$ cat src/rtl/branch_predictor_if.sv
// Lookup/predict/update/statistics bundle between the fetch front end and the branch predictor.
// The front end takes the master modport; the predictor takes the slave modport.
interface branch_predictor_if #(
  parameter int PC_W  = 32,
  parameter int GHR_W = 4
);
  logic              stall_x70;
  logic              lookup_valid_x70;
  logic [PC_W-1:0]   lookup_pc_x70;
  logic              predict_valid_x70;
  logic              predict_taken_x70;
  logic [GHR_W-1:0]  predict_ghr_x70;
  logic              predict_hit_x70;
  logic [PC_W-1:0]   predict_target_x70;
  logic              update_valid_x70;
  logic [PC_W-1:0]   update_pc_x70;
  logic [GHR_W-1:0]  update_ghr_x70;
  logic              update_taken_x70;
  logic [PC_W-1:0]   update_target_x70;
  logic              update_mispredict_x70;
  logic [15:0]       stat_lookups_x70;
  logic [15:0]       stat_mispredicts_x70;

  modport master (
    output stall_x70, lookup_valid_x70, lookup_pc_x70,
    output update_valid_x70, update_pc_x70, update_ghr_x70,
    output update_taken_x70, update_target_x70, update_mispredict_x70,
    input  predict_valid_x70, predict_taken_x70, predict_ghr_x70,
    input  predict_hit_x70, predict_target_x70,
    input  stat_lookups_x70, stat_mispredicts_x70
  );

  modport slave (
    input  stall_x70, lookup_valid_x70, lookup_pc_x70,
    input  update_valid_x70, update_pc_x70, update_ghr_x70,
    input  update_taken_x70, update_target_x70, update_mispredict_x70,
    output predict_valid_x70, predict_taken_x70, predict_ghr_x70,
    output predict_hit_x70, predict_target_x70,
    output stat_lookups_x70, stat_mispredicts_x70
  );
endinterface

$ cat src/rtl/branch_predictor.sv
// Gshare direction predictor with speculative global history, mispredict repair and statistics.
// Prediction 1 cycle after an accepted lookup; stall freezes lookups. Define BP_BTB_EN for a direct-mapped target buffer.
module branch_predictor #(
  parameter int ENTRIES = 16,
  parameter int CTR_W   = 2,
  parameter int GHR_W   = 4,
  parameter int PC_W    = 32
) (
  input  logic               clk_x70,
  input  logic               rst_n_x70,
  branch_predictor_if.slave  bp
);
  localparam int IDX_W = $clog2(ENTRIES);
  localparam int TAG_W = PC_W - IDX_W - 2;

  typedef logic [IDX_W-1:0] idx_t;
  typedef logic [CTR_W-1:0] ctr_t;

  localparam ctr_t CTR_MAX  = {CTR_W{1'b1}};
  localparam ctr_t CTR_INIT = {1'b0, {(CTR_W-1){1'b1}}};

  ctr_t             ctr [ENTRIES];
  logic [GHR_W-1:0] ghr;

  logic             lk_acc;
  logic             repair;
  idx_t             lk_idx;
  idx_t             up_idx;
  logic             lk_taken;
  logic             lk_hit;
  logic [PC_W-1:0]  lk_tgt;
  logic             unused_bits;

  assign lk_acc   = bp.lookup_valid_x70 & ~bp.stall_x70;
  assign repair   = bp.update_valid_x70 & bp.update_mispredict_x70;
  assign lk_idx   = bp.lookup_pc_x70[IDX_W+1:2] ^ idx_t'(ghr);
  assign up_idx   = bp.update_pc_x70[IDX_W+1:2] ^ idx_t'(bp.update_ghr_x70);
  // Lookup reads the array before this cycle's update lands.
  assign lk_taken = ctr[lk_idx][CTR_W-1];

  always_ff @(posedge clk_x70 or negedge rst_n_x70) begin
    if (!rst_n_x70) begin
      for (int i = 0; i < ENTRIES; i++) ctr[i] <= CTR_INIT;
    end else if (bp.update_valid_x70) begin
      if (bp.update_taken_x70 && ctr[up_idx] != CTR_MAX)
        ctr[up_idx] <= ctr[up_idx] + ctr_t'(1);
      else if (!bp.update_taken_x70 && ctr[up_idx] != '0)
        ctr[up_idx] <= ctr[up_idx] - ctr_t'(1);
    end
  end

  // Repair from the returned checkpoint wins over the speculative shift.
  always_ff @(posedge clk_x70 or negedge rst_n_x70) begin
    if (!rst_n_x70)
      ghr <= '0;
    else if (repair)
      ghr <= GHR_W'({bp.update_ghr_x70, bp.update_taken_x70});
    else if (lk_acc)
      ghr <= GHR_W'({ghr, lk_taken});
  end

  always_ff @(posedge clk_x70 or negedge rst_n_x70) begin
    if (!rst_n_x70) begin
      bp.predict_valid_x70  <= 1'b0;
      bp.predict_taken_x70  <= 1'b0;
      bp.predict_ghr_x70    <= '0;
      bp.predict_hit_x70    <= 1'b0;
      bp.predict_target_x70 <= '0;
    end else begin
      bp.predict_valid_x70 <= lk_acc;
      if (lk_acc) begin
        bp.predict_taken_x70  <= lk_taken;
        bp.predict_ghr_x70    <= ghr;
        bp.predict_hit_x70    <= lk_hit;
        bp.predict_target_x70 <= lk_tgt;
      end
    end
  end

  always_ff @(posedge clk_x70 or negedge rst_n_x70) begin
    if (!rst_n_x70) begin
      bp.stat_lookups_x70     <= '0;
      bp.stat_mispredicts_x70 <= '0;
    end else begin
      if (lk_acc && bp.stat_lookups_x70 != 16'hFFFF)
        bp.stat_lookups_x70 <= bp.stat_lookups_x70 + 16'd1;
      if (repair && bp.stat_mispredicts_x70 != 16'hFFFF)
        bp.stat_mispredicts_x70 <= bp.stat_mispredicts_x70 + 16'd1;
    end
  end

`ifdef BP_BTB_EN
  logic             btb_vld [ENTRIES];
  logic [TAG_W-1:0] btb_tag [ENTRIES];
  logic [PC_W-1:0]  btb_tgt [ENTRIES];
  idx_t             lk_bidx;
  idx_t             up_bidx;
  logic             btb_wr;

  assign lk_bidx = bp.lookup_pc_x70[IDX_W+1:2];
  assign up_bidx = bp.update_pc_x70[IDX_W+1:2];
  assign btb_wr  = bp.update_valid_x70 & bp.update_taken_x70;
  assign lk_hit  = btb_vld[lk_bidx] && (btb_tag[lk_bidx] == bp.lookup_pc_x70[PC_W-1:IDX_W+2]);
  assign lk_tgt  = lk_hit ? btb_tgt[lk_bidx] : '0;

  always_ff @(posedge clk_x70 or negedge rst_n_x70) begin
    if (!rst_n_x70) begin
      for (int i = 0; i < ENTRIES; i++) btb_vld[i] <= 1'b0;
    end else if (btb_wr) begin
      btb_vld[up_bidx] <= 1'b1;
    end
  end

  // Tag and target are qualified by the valid bit, so they need no reset.
  always_ff @(posedge clk_x70) begin
    if (btb_wr) begin
      btb_tag[up_bidx] <= bp.update_pc_x70[PC_W-1:IDX_W+2];
      btb_tgt[up_bidx] <= bp.update_target_x70;
    end
  end

  assign unused_bits = ^{bp.lookup_pc_x70[1:0], bp.update_pc_x70[1:0]};
`else
  assign lk_hit      = 1'b0;
  assign lk_tgt      = '0;
  assign unused_bits = ^{bp.lookup_pc_x70[1:0], bp.lookup_pc_x70[PC_W-1:IDX_W+2],
                         bp.update_pc_x70[1:0], bp.update_pc_x70[PC_W-1:IDX_W+2],
                         bp.update_target_x70};
`endif
endmodule
$ cat src/flat_wrapper.sv
// flat-port wrapper written by rule: the top's interface ports become plain ports
module branch_predictor_flat 
#(
  parameter int ENTRIES = 16,
  parameter int CTR_W   = 2,
  parameter int GHR_W   = 4,
  parameter int PC_W    = 32
)
  (clk_x70, rst_n_x70, bp_stall_x70, bp_lookup_valid_x70, bp_lookup_pc_x70, bp_update_valid_x70, bp_update_pc_x70, bp_update_ghr_x70, bp_update_taken_x70, bp_update_target_x70, bp_update_mispredict_x70, bp_predict_valid_x70, bp_predict_taken_x70, bp_predict_ghr_x70, bp_predict_hit_x70, bp_predict_target_x70, bp_stat_lookups_x70, bp_stat_mispredicts_x70);
  branch_predictor_if #(.PC_W(PC_W), .GHR_W(GHR_W)) bp_i ();
  input  logic clk_x70;
  input  logic rst_n_x70;
  input wire logic [$bits(bp_i.stall_x70)-1:0] bp_stall_x70;
  input wire logic [$bits(bp_i.lookup_valid_x70)-1:0] bp_lookup_valid_x70;
  input wire logic [$bits(bp_i.lookup_pc_x70)-1:0] bp_lookup_pc_x70;
  input wire logic [$bits(bp_i.update_valid_x70)-1:0] bp_update_valid_x70;
  input wire logic [$bits(bp_i.update_pc_x70)-1:0] bp_update_pc_x70;
  input wire logic [$bits(bp_i.update_ghr_x70)-1:0] bp_update_ghr_x70;
  input wire logic [$bits(bp_i.update_taken_x70)-1:0] bp_update_taken_x70;
  input wire logic [$bits(bp_i.update_target_x70)-1:0] bp_update_target_x70;
  input wire logic [$bits(bp_i.update_mispredict_x70)-1:0] bp_update_mispredict_x70;
  output wire logic [$bits(bp_i.predict_valid_x70)-1:0] bp_predict_valid_x70;
  output wire logic [$bits(bp_i.predict_taken_x70)-1:0] bp_predict_taken_x70;
  output wire logic [$bits(bp_i.predict_ghr_x70)-1:0] bp_predict_ghr_x70;
  output wire logic [$bits(bp_i.predict_hit_x70)-1:0] bp_predict_hit_x70;
  output wire logic [$bits(bp_i.predict_target_x70)-1:0] bp_predict_target_x70;
  output wire logic [$bits(bp_i.stat_lookups_x70)-1:0] bp_stat_lookups_x70;
  output wire logic [$bits(bp_i.stat_mispredicts_x70)-1:0] bp_stat_mispredicts_x70;
  assign bp_i.stall_x70 = bp_stall_x70;
  assign bp_i.lookup_valid_x70 = bp_lookup_valid_x70;
  assign bp_i.lookup_pc_x70 = bp_lookup_pc_x70;
  assign bp_i.update_valid_x70 = bp_update_valid_x70;
  assign bp_i.update_pc_x70 = bp_update_pc_x70;
  assign bp_i.update_ghr_x70 = bp_update_ghr_x70;
  assign bp_i.update_taken_x70 = bp_update_taken_x70;
  assign bp_i.update_target_x70 = bp_update_target_x70;
  assign bp_i.update_mispredict_x70 = bp_update_mispredict_x70;
  assign bp_predict_valid_x70 = bp_i.predict_valid_x70;
  assign bp_predict_taken_x70 = bp_i.predict_taken_x70;
  assign bp_predict_ghr_x70 = bp_i.predict_ghr_x70;
  assign bp_predict_hit_x70 = bp_i.predict_hit_x70;
  assign bp_predict_target_x70 = bp_i.predict_target_x70;
  assign bp_stat_lookups_x70 = bp_i.stat_lookups_x70;
  assign bp_stat_mispredicts_x70 = bp_i.stat_mispredicts_x70;
  branch_predictor #(.ENTRIES(ENTRIES), .CTR_W(CTR_W), .GHR_W(GHR_W), .PC_W(PC_W)) u_core (.clk_x70(clk_x70), .rst_n_x70(rst_n_x70), .bp(bp_i));
endmodule
$ cat config.mk
export PLATFORM = sky130hd
export DESIGN_NAME = branch_predictor_flat
export DESIGN_NICKNAME = d
export VERILOG_FILES = /design/src/rtl/branch_predictor_if.sv /design/src/rtl/branch_predictor.sv /design/src/flat_wrapper.sv
export SDC_FILE = /design/constraint.sdc
export NUM_CORES = 1
export LEC_CHECK = 0
export CAP_MARGIN = 5
export CORE_UTILIZATION = 30
export DETAILED_ROUTE_END_ITERATION = 10
export GPL_TIMING_DRIVEN = 0
export SETUP_SLACK_MARGIN = 0.3
export SYNTH_ARGS = -nofsm -noshare
export SYNTH_HDL_FRONTEND = slang
export SYNTH_SLANG_ARGS = --single-unit
$ cat constraint.sdc
create_clock -name clk_x70 -period 4.3 [get_ports clk_x70]
set_input_delay 0.43 -clock clk_x70 [delete_from_list [all_inputs] [get_ports clk_x70]]
set_output_delay 0.43 -clock clk_x70 [all_outputs]
set_load 0.005 [all_outputs]
==> impl_metrics.env, run 1 <==
export IMPL_tritoncts="done"
export IMPL_hold_buffers=0
export IMPL_ys_types=41
export IMPL_setup_slack_ns=0.469
export IMPL_row_count=41
export IMPL_dp_hpwl_um=6590
export IMPL_r2r_slack_ns=1.28
export IMPL_yosysWarnings=0
export IMPL_path_clk_slew_ns=0.06
export IMPL_synth_top_cells_by_count="dfrtp_1, nand2_1, buf_4, mux2_2, xnor2_1"
export IMPL_max_freq_mhz=261
export IMPL_drt_wl_total_um=8790
export IMPL_diodes=0
export IMPL_status="finished, final reports clean"
export IMPL_startpoint_type="input pin"
export IMPL_antenna_found_initial=0
export IMPL_multiInputGateArea_um2=1980
export IMPL_clock_latency_ns=0.33
export IMPL_p_leak_nw=2.28
export IMPL_clock_skew_final_ns=0.00658
export IMPL_ys_flop_type="dfrtp_1"
export IMPL_cts_htree_levels=3
export IMPL_die_w_um=117
export IMPL_vias=2951
export IMPL_pre_cts_ws_ns=0.0300
export IMPL_min_path_type="in2async"
export IMPL_drc=0
export IMPL_fin_crit_sh_pct=89.1
export IMPL_slew_viol_final=0
export IMPL_ys_seq_area_share_pct=46.8
export IMPL_powerDensity_nw_per_um2=545
export IMPL_critical_path_class="in2reg"
export IMPL_dpl_cell_area_um2=4910
export IMPL_rr_worst_depth=8
export IMPL_dr_pass1_iters=4
export IMPL_fillers=1245
export IMPL_maxCapViolCount=0
export IMPL_grt_usage_pct=13.2
export IMPL_via_per_inst=4.57
export IMPL_start_util_pct=31.2
export IMPL_synth_area_leader_cell="dfrtp_1"
export IMPL_wl_per_cell_um=13.6
export IMPL_synth_area_top_cells="dfrtp_1, dfstp_2, mux2_2, buf_4, xnor2_1"
export IMPL_postLayoutCellArea_um2=5290
export IMPL_fin_crit_ns=3.83
export IMPL_synth_top_cell_area_share_pct=36.3
export IMPL_ir_worst_vdd_mv=0.222
export IMPL_nets=580
export IMPL_drtAntennaViolNets=0
export IMPL_cp_end_kind="flip-flop"
export IMPL_drtIter0Drc=109
export IMPL_core_area_um2=12800
export IMPL_critPathArrivalTime_ns=4.04
export IMPL_setup_violations=0
export IMPL_hold_viol=0
export IMPL_die_y_um=117
export IMPL_synth_most_common_cell="dfrtp_1"
export IMPL_regArea_um2=1870
export IMPL_place_congestion=0.799
export IMPL_critPathMaxFanout=5
export IMPL_area_growth_pct=32.3
export IMPL_synth_edf_count=0
export IMPL_drive_gt1_share_pct=24.5
export IMPL_overflow=0
export IMPL_syn_inst=368
export IMPL_synthArstFlopShare_pct=100
export IMPL_grt_pass1_wl_um=14500
export IMPL_relSlewSlack_pct=48.8
export IMPL_rsz0062_at_grt="no"
export IMPL_clock_sinks=74
export IMPL_setup_tns_ns=0
export IMPL_die_area_um2=13800
export IMPL_synth_seq_cells=74
export IMPL_portBuffers=56
export IMPL_io_pins=178
export IMPL_whs_ns=0.0420
export IMPL_numCtsBuffers=9
export IMPL_grt_pass1_vias=2958
export IMPL_syn_area_per_cell_um2=10.9
export IMPL_synth_cell_area_um2=4000
export IMPL_max_slew_worst_pin_slew_ns=0.765
export IMPL_cts_max_path_buffers=2
export IMPL_cp_data_required_time_ns=4.51
export IMPL_grt_max_degree=41
export IMPL_cts_root_buf="clkbuf_16"
-- worst max-delay path, stage by stage --
cell,delay (ns)
clkdlybuf4s50_1,0.63
xor2_2,0.39
mux4_2,0.58
mux4_2,0.50
ha_1,0.19
nor2b_1,0.24
o21a_1,0.23
nand3b_1,0.18
nor2_1,0.30
mux2_2,0.37
-- per-layer routing --
metal / GRT usage (%) / routed length, um / share of wire, % / vias up
li1: - / - / - / 1409
met1: 16.3 / 3830 / 44 / 1435
met2: 21.0 / 4240 / 48 / 92
met3: 3.84 / 484 / 5.5 / 15
met4: 6.41 / 240 / 2.7 / 0
met5: 0 / 0 / 0 / -
-- final timing paths --
| kind | end | startpoint |
|---|---|---|
| max | u_core.ctr[29] | bp_update_ghr_x70[1] |
| min | u_core.bp.stat_lookups_x70[1] | rst_n_x70 |
| max reg2reg | u_core.ctr[29] | u_core.ctr[3] |
| min reg2reg | u_core.bp.predict_ghr_x70[3] | u_core.bp.predict_ghr_x70[3] |
| max in group asynchronous | asynchronous set/reset pin | rst_n_x70 |
| min in group clk_x70 | u_core.bp.predict_ghr_x70[3] | u_core.bp.predict_ghr_x70[3] |
-- cell families after synthesis --
logic type | count (synthesis) | synth area share, %
xor gates and xnor gates | 40 | 8.95
buffers and inverters | 43 | 7.23
AOI/OAI and AO/OA | 24 | 3.88
DFF | 74 | 46.8
adders and majority gates | 4 | 1.25
other | 1 | 0.0938
muxes | 47 | 15.8
and+or+nand+nor | 135 | 15.9
-- cell type report --
cell class	count	area share [%]
repair buffers	58	11.0
clock buffers	10	4.52
clock inverters	6	2.15
inverters	5	0.355
flip-flops and latches	74	35.4
multi-input cells	283	37.4
plain buffers	38	5.11
well taps	172	4.07
-- where the power goes --
group	switching [mW]	total [mW]	internal (mW)	leakage [nW]
clock	0.295	0.878	0.583	0.165
combinational	0.366	0.859	0.493	1.20
sequential	0.180	1.15	0.968	0.915
total	0.840	2.88	2.04	2.28
-- stage by stage --
| step | power [mW] | util [%] | cells |
|---|---|---|---|
| detailed placement | 2.01 | 38.3 | 630 |
| floorplan | 1.67 | - | 400 |
| global placement | 1.97 | 38.1 | 628 |
| global route | 3.06 | 41.2 | 646 |
| finish | 2.88 | 41.2 | 646 |
| CTS | 2.90 | 41.1 | 646 |
-- cells in the final DEF, fill, tap and decap left out, types with 2 or more instances in the layout --
cell             instances
dfrtp_1                 58
clkdlybuf4s50_1         55
nand2_1                 51
buf_4                   35
mux2_2                  34
conb_1                  33
xnor2_1                 27
nor2_1                  26
nand3_1                 21
dfstp_2                 16
nand4_1                 10
xor2_1                   9
clkbuf_16                9
o21a_1                   7
mux4_2                   7
and3_1                   6
o21ai_0                  5
nor3_1                   5
inv_1                    4
nand2b_1                 4
a31oi_1                  4
a21oi_1                  4
mux2i_1                  4
ha_1                     4
clkbuf_1                 3
bufinv_16                3
xnor2_2                  2
xor2_2                   2
buf_1                    2
and4_1                   2
nand3b_1                 2
mux4_1                   2
clkinvlp_4               2
-- repair_timing --
action	in CTS	in global routing
buffers inserted	0	0
setup endpoints to repair	0	32
gates resized for setup	0	3
No activity file was read; power rests on OpenSTA's default activity.
==> inputs of run 2 (changes only) <==
- CORE_UTILIZATION: 30 -> 46
- GPL_ROUTABILITY_DRIVEN: not set -> 0
- PLACE_DENSITY: not set -> 0.87
==> run 2 against run 1 <==
Effect of this change:
- hold slack better by 0.19 ns
- wire length down 7.6%
- utilization up 20 points
- clock skew up 0.0042 ns
- count of clock-buffer cells in the layout up 1
- via count down 0.24%
- sequential share of layout area up 1.7 points
- global-route usage up 6.0 points
- highest routed layer unchanged
==> impl_metrics.env, run 2 (synthesis gave the netlist of run 1 again) <==
export IMPL_status="finished, final reports clean"
export IMPL_dp_cells=562
export IMPL_r2r_start="u_core.ctr[3]"
export IMPL_io_pins=178
export IMPL_area_growth_pct=26.4
export IMPL_seqPwrFrac_pct=44.3
export IMPL_critical_path_class="in2reg"
export IMPL_relSlewSlack_pct=38.8
export IMPL_grt_usage_pct=19.2
export IMPL_numCtsBuffers=9
export IMPL_critPathMaxFanout=5
export IMPL_setup_slack_ns=0.565
export IMPL_diodes=0
export IMPL_path_clk_slew_ns=0.07
export IMPL_via_per_inst=5.09
export IMPL_pre_cts_ws_ns=-0.0124
export IMPL_cts_resized=0
export IMPL_cts_max_path_buffers=2
export IMPL_postCtsSetupRepairBufs=0
export IMPL_drt_wl_total_um=8120
export IMPL_min_path_type="in2async"
export IMPL_die_y_um=95.2
export IMPL_max_freq_mhz=268
export IMPL_fin_crit_ns=3.73
export IMPL_grt_max_degree=75
export IMPL_crit_start="bp_update_ghr_x70[1]"
export IMPL_multiInputGateArea_um2=1970
export IMPL_reg2reg_to="u_core.ctr[15]"
export IMPL_clock_latency_ns=0.34
export IMPL_intPower_mw=1.81
export IMPL_final_cell_mix="dfrtp_1, clkdlybuf4s50_1, nand2_1"
export IMPL_wl_per_cell_um=14.1
export IMPL_final_cells=578
export IMPL_rsz0062_at_grt="no"
export IMPL_dpl_cell_area_um2=4810
export IMPL_r2r_slack_ns=1.35
export IMPL_clock_sinks=74
export IMPL_startpoint_type="input pin"
export IMPL_p_total_mw=2.59
export IMPL_fillers=661
export IMPL_tritoncts="done"
export IMPL_ir_worst_vdd_mv=0.330
export IMPL_antenna_found_initial=0
export IMPL_cts_htree_levels=3
export IMPL_nets=579
export IMPL_max_slew_worst_pin_slew_ns=0.918
export IMPL_dr_pass1_iters=4
export IMPL_whs_ns=0.235
export IMPL_p_leak_nw=2.21
export IMPL_cts_root_buf="clkbuf_8"
export IMPL_postLayoutCellArea_um2=5050
export IMPL_clockPowerShare_pct=23.2
export IMPL_powerDensity_nw_per_um2=514
export IMPL_portBuffers=56
export IMPL_hold_buffers=0
export IMPL_dp_hpwl_um=6080
export IMPL_fin_crit_sh_pct=86.9
export IMPL_setup_violations=0
export IMPL_critPathArrivalTime_ns=3.96
export IMPL_hold_viol=0
export IMPL_sw_frac_of_total_pct=30.4
export IMPL_grt_pass1_vias=2885
export IMPL_vias=2944
export IMPL_combPwrFrac_pct=32.4
export IMPL_final_common_cell="dfrtp_1"
export IMPL_switchingPower_uw=789
export IMPL_slew_viol_final=0
export IMPL_core_area_um2=8300
export IMPL_grt_pass1_wl_um=13300
export IMPL_start_util_pct=48.2
export IMPL_maxCapViolCount=0
export IMPL_row_count=33
export IMPL_regArea_um2=1870
export IMPL_crit_end="u_core.ctr[15]"
export IMPL_cp_data_required_time_ns=4.53
export IMPL_drtAntennaViolNets=0
export IMPL_cp_end_kind="flip-flop"
export IMPL_die_w_um=95.2
export IMPL_overflow=0
export IMPL_drc=0
export IMPL_die_area_um2=9060
export IMPL_rr_worst_depth=8
export IMPL_drive_gt1_share_pct=23.9
export IMPL_drtIter0Drc=178
export IMPL_clock_skew_final_ns=0.0108
[run 2: per-layer routing]
layer / routed length [um] / share of wire (%) / global-route usage (%)
met5: 0 / 0 / 0
met4: 160 / 2.0 / 8.46
met3: 497 / 6.1 / 4.47
met2: 4040 / 50 / 32.5
met1: 3420 / 42 / 23.3
[run 2: layout make-up]
type / instances / area share (%)
Timing Repair Buffer: 57 / 11.1
Sequential cell: 74 / 37.0
Clock inverter: 5 / 1.51
Multi-Input combinational cell: 283 / 39.0
Clock buffer: 11 / 3.00
Tap cell: 105 / 2.60
Inverter: 5 / 0.371
Buffer: 38 / 5.35
[run 2: through the flow]
step                setup TNS (ns)  utilization (%)
floorplan                        0                -
global placement                 0             57.9
detailed placement         -0.0124             58.0
CTS                              0             60.7
global route                     0             60.9
finish                           0             60.9
[run 2: critical path, cell delays in order]
cell	delay, ns
clkdlybuf4s50_1	0.63
xor2_2	0.39
mux4_2	0.57
mux4_2	0.50
ha_1	0.20
nor2b_1	0.20
o21a_1	0.22
nand3_1	0.17
nor2_1	0.29
mux2_2	0.37
[run 2: worst min-delay path by stage]
stage / to
2_1_floorplan: u_core.bp.predict_ghr_x70[0]
3_3_place_gp: u_core.bp.predict_ghr_x70[3]
3_5_place_dp: u_core.bp.predict_ghr_x70[0]
4_1_cts: u_core.bp.stat_mispredicts_x70[10]
5_1_grt: u_core.ctr[23]
6_report: u_core.ctr[23]
[run 2: power groups by stage]
stage | clock (mW) | combinational, mW | sequential (mW)
final | 0.603 | 0.841 | 1.15
after global routing | 0.641 | 0.932 | 1.18
after CTS | 0.619 | 0.843 | 1.15
after detailed placement | 0 | 0.840 | 1.16
after global placement | 0 | 0.805 | 1.14
after floorplan | 0 | 0.552 | 1.12
==> RTL change (settings of run 2) <==
`PC_W` is set to 32 in 3 places; all go to 16.
--- a/src/rtl/branch_predictor_if.sv
+++ b/src/rtl/branch_predictor_if.sv
@@ -2,5 +2,5 @@
 // The front end takes the master modport; the predictor takes the slave modport.
 interface branch_predictor_if #(
-  parameter int PC_W  = 32,
+  parameter int PC_W  = 16,
   parameter int GHR_W = 4
 );
--- a/src/rtl/branch_predictor.sv
+++ b/src/rtl/branch_predictor.sv
@@ -5,5 +5,5 @@
   parameter int CTR_W   = 2,
   parameter int GHR_W   = 4,
-  parameter int PC_W    = 32
+  parameter int PC_W    = 16
 ) (
   input  logic               clk_x70,
--- a/src/flat_wrapper.sv
+++ b/src/flat_wrapper.sv
@@ -5,5 +5,5 @@
   parameter int CTR_W   = 2,
   parameter int GHR_W   = 4,
-  parameter int PC_W    = 32
+  parameter int PC_W    = 16
 )
   (clk_x70, rst_n_x70, bp_stall_x70, bp_lookup_valid_x70, bp_lookup_pc_x70, bp_update_valid_x70, bp_update_pc_x70, bp_update_ghr_x70, bp_update_taken_x70, bp_update_target_x70, bp_update_mispredict_x70, bp_predict_valid_x70, bp_predict_taken_x70, bp_predict_ghr_x70, bp_predict_hit_x70, bp_predict_target_x70, bp_stat_lookups_x70, bp_stat_mispredicts_x70);
Ports: changed (resized bp_lookup_pc_x70, bp_predict_target_x70, bp_update_pc_x70 and bp_update_target_x70); port bits go from 178 to 114. No check against the original RTL was run, so the function may have changed too.
==> RTL change against run 2 <==
Total power shrank 0.63%; sequential cell count is the same; largest power group unchanged; sequential power is essentially flat; die area shrank 2.9%; critical endpoint is now u_core.ctr[23]; largest cell class unchanged; cell area shrank 3.5%; clock power shrank 2%; routed wire length grew 3.9%; area after synthesis shrank 3.0%; setup slack lost 0.014 ns.
==> RTL change: results (changes against run 2) <==
[global_routing]
grt_use_total_pct = 21.2  ; was 19.2%
use_met1_pct = 26.0  ; was 23.3%
grtUsageMet2_pct = 35.9  ; was 32.5%
grt_max_degree = 75  ; unchanged
grt_pass1_wl_um = 14200  ; was 13300 um
use_met3_pct = 4.05  ; was 4.47%
antenna_found_initial = 0  ; unchanged

[final_layout]
n_antenna_cell = 0  ; unchanged
fin_cells = 546  ; was 578
seqCellArea_um2 = 1870  ; unchanged
drive_gt1_share_pct = 22.4  ; was 23.9%
nNetsFinal = 499  ; was 579
fill_cells = 677  ; was 661

[hold_path]
hp-class = primary input to async pin  ; unchanged

[setup_path]
r2r_cells = 8  ; unchanged
crit_type = primary input to flop  ; unchanged
cpLargestDelayFamily = multiplexers  ; unchanged
timing.rr.start = u_core.ctr[3]  ; unchanged
crit_arrival_ns = 3.99  ; was 3.96 ns
r2r-end = u_core.ctr[23]  ; was u_core.ctr[15]
startpoint = bp_update_ghr_x70[1]  ; unchanged
crit_fanout = 5  ; unchanged
critPathMaxStageDelay_ns = 0.70  ; was 0.63 ns
crit_slowest_cell = clkdlybuf4s50_1  ; unchanged
ff2ff_setup_slack_ns = 1.34

[clock_tree]
cts.clk_slew.worst_paths_ns = 0.08
cts_setup_buffers = 0  ; unchanged
clockBufferDepth = 2  ; unchanged
cts_root_buf = clkbuf_8  ; unchanged
cts_made_buffers = 9  ; unchanged
htreeDepth = 3  ; unchanged
clock_latency_ns = 0.35

[synthesis]
synthArstFlopShare_pct = 100  ; unchanged
ys_types = 41  ; unchanged
yosys-top-cells-area = dfrtp_1, dfstp_2, mux2_2, xnor2_1, nand2_1  ; was dfrtp_1, dfstp_2, mux2_2, buf_4, xnor2_1
synthXorXnorAreaFrac_pct = 9.23  ; was 8.95%
synth_compound_area_share_pct = 4.00  ; was 3.88%
yosysSeqAreaShare_pct = 48.3  ; was 46.8%
synth_adder_area_share_pct = 1.29  ; was 1.25%
synth_ff_type = dfrtp_1  ; unchanged
postSynthAreaPerCell_um2 = 11.0  ; was 10.9 um^2
muxShareOfSynthArea_pct = 16.3  ; was 15.8%
synth_commonest_cells = dfrtp_1, nand2_1, mux2_2  ; was dfrtp_1, nand2_1, buf_4, mux2_2, xnor2_1
yosysWarnings = 0  ; unchanged

[route]
drt-initial-drc-count = 264  ; was 178
routed-via-count = 2918  ; was 2944
wl_per_cell_um = 15.5  ; was 14.1 um
drt_first_pass_iters = 5  ; was 4

[sta]
holdWs_ns = 0.218  ; was 0.235 ns
worst_slack_ns = 0.552  ; was 0.565 ns
tightest_slew_ns = 0.920  ; was 0.918 ns
skew_ns = 0.00889  ; was 0.0108 ns

[status]
status = finished clean  ; unchanged

[place]
place_inst = 529  ; was 562
numPortBuffers = 56  ; unchanged
preCtsSetupSlack_ns = -0.0134  ; was -0.0124 ns
place_area_um2 = 4630  ; was 4810 um^2
hpwl_um = 6170  ; was 6080 um

[power]
ir_drop_mv = 0.195  ; was 0.330 mV
cellLeakagePower_uw = 0.00207  ; was 0.00221 uW

-- RTL change: cell count changes after synthesis, sizes merged --
cell | run 2 | this run
buf | 35 | 19
-- RTL change: report_power, final --
| part | internal (uW) | switching (uW) | leakage [uW] |
|---|---|---|---|
| sequential | 967 | 185 | 0.000915 |
| combinational | 475 | 361 | 0.00105 |
| clock | 325 | 265 | 0.000105 |
| total | 1770 | 811 | 0.00207 |
-- RTL change: final cells by class --
cell class | instances | area share (%)
inverter | 5 | 0.385
timing repair buffer | 57 | 11.5
clock inverter | 7 | 1.92
clock buffer | 9 | 2.54
buffer | 22 | 3.08
tap | 105 | 2.69
multi-input combinational | 267 | 39.4
sequential | 74 | 38.4
-- RTL change: timing repair --
item | CTS | global route
resized for setup | 0 | 3
endpoints found under the hold margin | 0 | 0
setup endpoints to repair | 0 | 32
-- RTL change: layer usage --
metal	vias up	routed length, um
met5	-	0
met4	0	154
met3	13	485
met2	113	4280
met1	1425	3520
li1	1367	-
